[src/rtl/frequency_meter.sv]
// Counts rising edges of an asynchronous input over back-to-back gate windows of
// GATE_CYCLES system clocks and reports the saturated count once per window.
module frequency_meter #(
   parameter int unsigned INPUT_CLOCK_SPEED = 50000000,
   parameter int unsigned GATE_CYCLES       = INPUT_CLOCK_SPEED,
   parameter int unsigned COUNT_WIDTH       = 20,
   parameter int unsigned MAX_VALUE         = 999999
) (
   input  logic                   inputClock,
   input  logic                   reset,
   input  logic                   measuredSignal,
   input  logic                   enable,
   output logic [COUNT_WIDTH-1:0] frequencyValue,
   output logic                   valid,
   output logic                   overflow,
   output logic                   measuring
);

   localparam int unsigned GateWidth = (GATE_CYCLES > 1) ? $clog2(GATE_CYCLES) : 1;
   localparam logic [GateWidth-1:0]  GateLast = GateWidth'(GATE_CYCLES - 1);
   localparam logic [COUNT_WIDTH:0]  MaxExt   = (COUNT_WIDTH + 1)'(MAX_VALUE);

   typedef enum logic {
      StIdle,
      StCount
   } state_t;

   state_t                 r_state;
   logic                   r_sync1;
   logic                   r_sync2;
   logic                   r_prev;
   logic [GateWidth-1:0]   r_gate_cnt;
   logic [COUNT_WIDTH-1:0] r_edge_cnt;
   logic                   r_win_ovf;
   logic [COUNT_WIDTH-1:0] r_freq;
   logic                   r_valid;
   logic                   r_overflow;
   logic                   r_measuring;

   logic                   w_rise;
   logic [COUNT_WIDTH:0]   w_sum;
   logic [COUNT_WIDTH-1:0] w_sum_sat;
   logic                   w_ovf_rise;

   always_comb begin
      w_rise     = r_sync2 & ~r_prev;
      w_sum      = {1'b0, r_edge_cnt} + {{COUNT_WIDTH{1'b0}}, w_rise};
      w_sum_sat  = (w_sum > MaxExt) ? MaxExt[COUNT_WIDTH-1:0] : w_sum[COUNT_WIDTH-1:0];
      // A rise arriving while the counter already sits at the limit is lost to saturation.
      w_ovf_rise = (r_edge_cnt == MaxExt[COUNT_WIDTH-1:0]) & w_rise;
   end

   always_ff @(posedge inputClock) begin
      if (reset) begin
         r_state     <= StIdle;
         r_sync1     <= 1'b0;
         r_sync2     <= 1'b0;
         r_prev      <= 1'b0;
         r_gate_cnt  <= '0;
         r_edge_cnt  <= '0;
         r_win_ovf   <= 1'b0;
         r_freq      <= '0;
         r_valid     <= 1'b0;
         r_overflow  <= 1'b0;
         r_measuring <= 1'b0;
      end else begin
         // Input path runs in every state so a signal already high gives no false edge.
         r_sync1 <= measuredSignal;
         r_sync2 <= r_sync1;
         r_prev  <= r_sync2;
         r_valid <= 1'b0;

         unique case (r_state)
            StIdle: begin
               r_gate_cnt <= '0;
               r_edge_cnt <= '0;
               r_win_ovf  <= 1'b0;
               if (enable) begin
                  r_state     <= StCount;
                  r_measuring <= 1'b1;
               end
            end
            StCount: begin
               if (!enable) begin
                  r_state     <= StIdle;
                  r_measuring <= 1'b0;
                  r_gate_cnt  <= '0;
                  r_edge_cnt  <= '0;
                  r_win_ovf   <= 1'b0;
               end else if (r_gate_cnt == GateLast) begin
                  // Publish and restart in the same edge: no dead time between windows.
                  r_freq     <= w_sum_sat;
                  r_overflow <= r_win_ovf | w_ovf_rise;
                  r_valid    <= 1'b1;
                  r_gate_cnt <= '0;
                  r_edge_cnt <= '0;
                  r_win_ovf  <= 1'b0;
               end else begin
                  r_gate_cnt <= r_gate_cnt + GateWidth'(1);
                  r_edge_cnt <= w_sum_sat;
                  r_win_ovf  <= r_win_ovf | w_ovf_rise;
               end
            end
         endcase
      end
   end

   assign frequencyValue = r_freq;
   assign valid          = r_valid;
   assign overflow       = r_overflow;
   assign measuring      = r_measuring;

endmodule

[config.mk]
export PLATFORM = sky130hd
export DESIGN_NAME = frequency_meter
export DESIGN_NICKNAME = d
export VERILOG_FILES = /design/src/rtl/frequency_meter.sv
export SDC_FILE = /design/constraint.sdc
export NUM_CORES = 1
export LEC_CHECK = 0
export BUFFER_PORTS_ARGS = -buffer_cell sky130_fd_sc_hd__buf_2
export CAP_MARGIN = 20
export CELL_PAD_IN_SITES_DETAIL_PLACEMENT = 1
export CELL_PAD_IN_SITES_GLOBAL_PLACEMENT = 1
export CORE_ASPECT_RATIO = 1.2
export CORE_MARGIN = 3
export CORE_UTILIZATION = 48
export DETAILED_ROUTE_END_ITERATION = 12
export GPL_ROUTABILITY_DRIVEN = 0
export GPL_TIMING_DRIVEN = 0
export PLACE_DENSITY = 0.92
export SYNTH_ARGS = -nofsm -noshare
export SYNTH_HDL_FRONTEND = slang
export SYNTH_SLANG_ARGS = --single-unit
[constraint.sdc]
create_clock -name inputClock -period 6.8 [get_ports inputClock]
set_input_delay 1.7 -clock inputClock [delete_from_list [all_inputs] [get_ports inputClock]]
set_output_delay 1.7 -clock inputClock [all_outputs]
set_load 0.005 [all_outputs]
==> run metrics <==
Startpoint Class=input port; IO Count=27; clk_lat worst skew=0.35 ns; mean post-synth cell area=8.59 um2; Final Hold Fails=0; Post-Syn Nets=403; slowest cell delay on critical path=0.71 ns; Reg-to-Reg Start=r_sync2; critical path class=input port to flop; CTS Buffer Depth=2; Rows=32; NumNets Final=440; TritonCTS clock tree=built; Worst Path Required=7.03 ns; Worst Setup End Kind=flop; largest net degree at the start of global routing=13; postcts setup bufs=0; Final Critical Period=3.31 ns; total global routing overflow=0; commonest non-fill, non-tap cells in the layout=dfxtp_1, nor2_1, buf_2; final setup fails=0; share of synthesized registers carrying an async set or reset=0%; Routed WL=8840 um; layout cells sized above 1=14.0%; Peak Freq=302 MHz; I/O Buffers=25; die height=98.1 um; die area=8120 um2; Synth Register Bits=74; Leakage=1.34 nW; Final Cell Area=3840 um2; Power Density=213 nW/um2; GRT Total Usage=23.3%; cells along the critical path=buf_2, ha_1, inv_1, nor4_1, clkbuf_1, mux2i_1, nor2_1; total power=0.819 mW; Clock Skew=0.00554 ns; antenna violations before repair=0; MaxCap Viol Count=0; worst r2r dst=frequencyValue[13]; ys flop type=dfxtp_1; First DRT Iteration DRCs=158; reg2reg setup slack=3.56 ns; Synth Cell Area=3390 um2; DP Wirelength=6390 um; antenna fix cells=0; core area=6650 um2; DR WL/cell=16.9 um; worst hold slack=0.444 ns; crit path from=enable; Area Growth Syn to Fin=13.2%; # DRC=0; CTS Buf Count=9; Warnings, synthesis=0; Syn Inst Count=395; Layout Utilization=57.8%; Slew HR=37.5%; DIE WIDTH=82.8 um; Synth cell types=48; RSZ-0062 raised after global routing=no; CP arrival=3.54 ns; DRT Pass-1 Iters=4; CTS Hold Bufs=0; via count=2969; initial core utilization=51.1%; Hold EP=r_sync2; cts repair resizes=0; worst-path maximum fanout=10; Post-synth EDFFs=0; fin crit share=48.7%; clock sink count=74; global-route wire length before repair=14700 um; CP max-delay cell=nor4_1; Final Slew Violations=0; Root Buffer=clkbuf_8; setup_tns=0 ns; placed cell area=3620 um2; Slew @ Worst Pin=0.929 ns; DR vias/cell=5.69; outcome=finished clean; R2R depth=8; vias in the first global route=3024; Hold Path Origin=r_sync1; clock-pin slew on the worst setup and hold paths=0.07 ns; most common cell after layout, fill and taps aside=dfxtp_1; Max VDD drop=0.000142 V; Hold Path Stages=1; Hold/Removal Path Class=flop to flop; htree depth=3; final antenna-violating net count=0; Seq/Total Area, Yosys=43.7%
## worst max-delay path: cells and delay by family
kind	cells	cell delay [ns]
AND/OR/NAND/NOR	2	0.76
buffers and inverters	3	0.65
multiplexers	1	0.24
adder cells (fa/ha/maj)	1	0.19
## flip-flops by register name, indices dropped and copies added, names as in the netlist
register        cells
r_gate_cnt         26
frequencyValue     20
r_edge_cnt         20
measuring           1
overflow            1
r_prev              1
r_state             1
r_sync1             1
r_sync2             1
r_win_ovf           1
valid               1
## worst max path at each step
stage	cells after the start	endpoint
global placement	7	frequencyValue[16]
finish	7	frequencyValue[16]
detailed placement	6	frequencyValue[15]
global route	9	r_edge_cnt[12]
CTS	6	frequencyValue[15]
floorplan	6	frequencyValue[16]
## through the flow
stage / cells / setup WS [ns]
final: 522 / 3.49
after floorplan: 395 / 3.81
after global routing: 522 / 3.34
after detailed placement: 505 / 3.22
after global placement: 505 / 3.25
after CTS: 521 / 3.52
## logic make-up (layout without fill, tap and decap cells)
family	count (synthesis)	after routing	share of synthesized area (%)
muxes	3	3	0.959
adders and majority gates	4	4	1.47
and+or+nand+nor	193	193	29.8
buffers and inverters	27	69	3.50
DFF	74	74	43.7
AOI/OAI and AO/OA	56	56	10.8
xor gates and xnor gates	38	38	9.81
## where the power goes
| part | internal [mW] | total [mW] | switching, mW |
|---|---|---|---|
| logic | 0.00450 | 0.0130 | 0.00855 |
| clock network | 0.206 | 0.370 | 0.164 |
| registers | 0.435 | 0.436 | 0.000993 |
## routing by layer
metal | share of wire (%) | vias up | global-route usage, %
met4 | 1.8 | 0 | 8.18
met2 | 51 | 54 | 39.7
met5 | 0 | - | 0
li1 | - | 1462 | -
met3 | 3.2 | 14 | 4.43
met1 | 44 | 1439 | 28.7
## cells in the mapped netlist (all sizes together), types with 5 or more instances
master,n,area [um2]
a21oi,16,80.1
a211oi,6,50.1
buf,7,43.8
inv,6,22.5
nor4,10,68.8
or3,7,43.8
o21ai,9,45.0
nand2,28,105
clkbuf,14,52.6
dfxtp,74,1480
nor2,57,214
nor2b,6,37.5
a31oi,8,50.1
nand3,19,108
and2,5,31.3
and3,9,56.3
nor3,17,90.1
or2,5,31.3
o21bai,8,60.1
nand4,14,93.8
xnor2,20,175
xor2,18,158
## final cells by class
cell class | instances | area, um2
clock buffers | 11 | 131
inverters | 6 | 22.5
fillers | 820 | 2810
clock inverters | 5 | 78.8
repair buffers | 26 | 130
multi-input cells | 294 | 1790
well taps | 85 | 106
plain buffers | 21 | 96.3
flip-flops and latches | 74 | 1480
(Power assumes the default switching activity.)
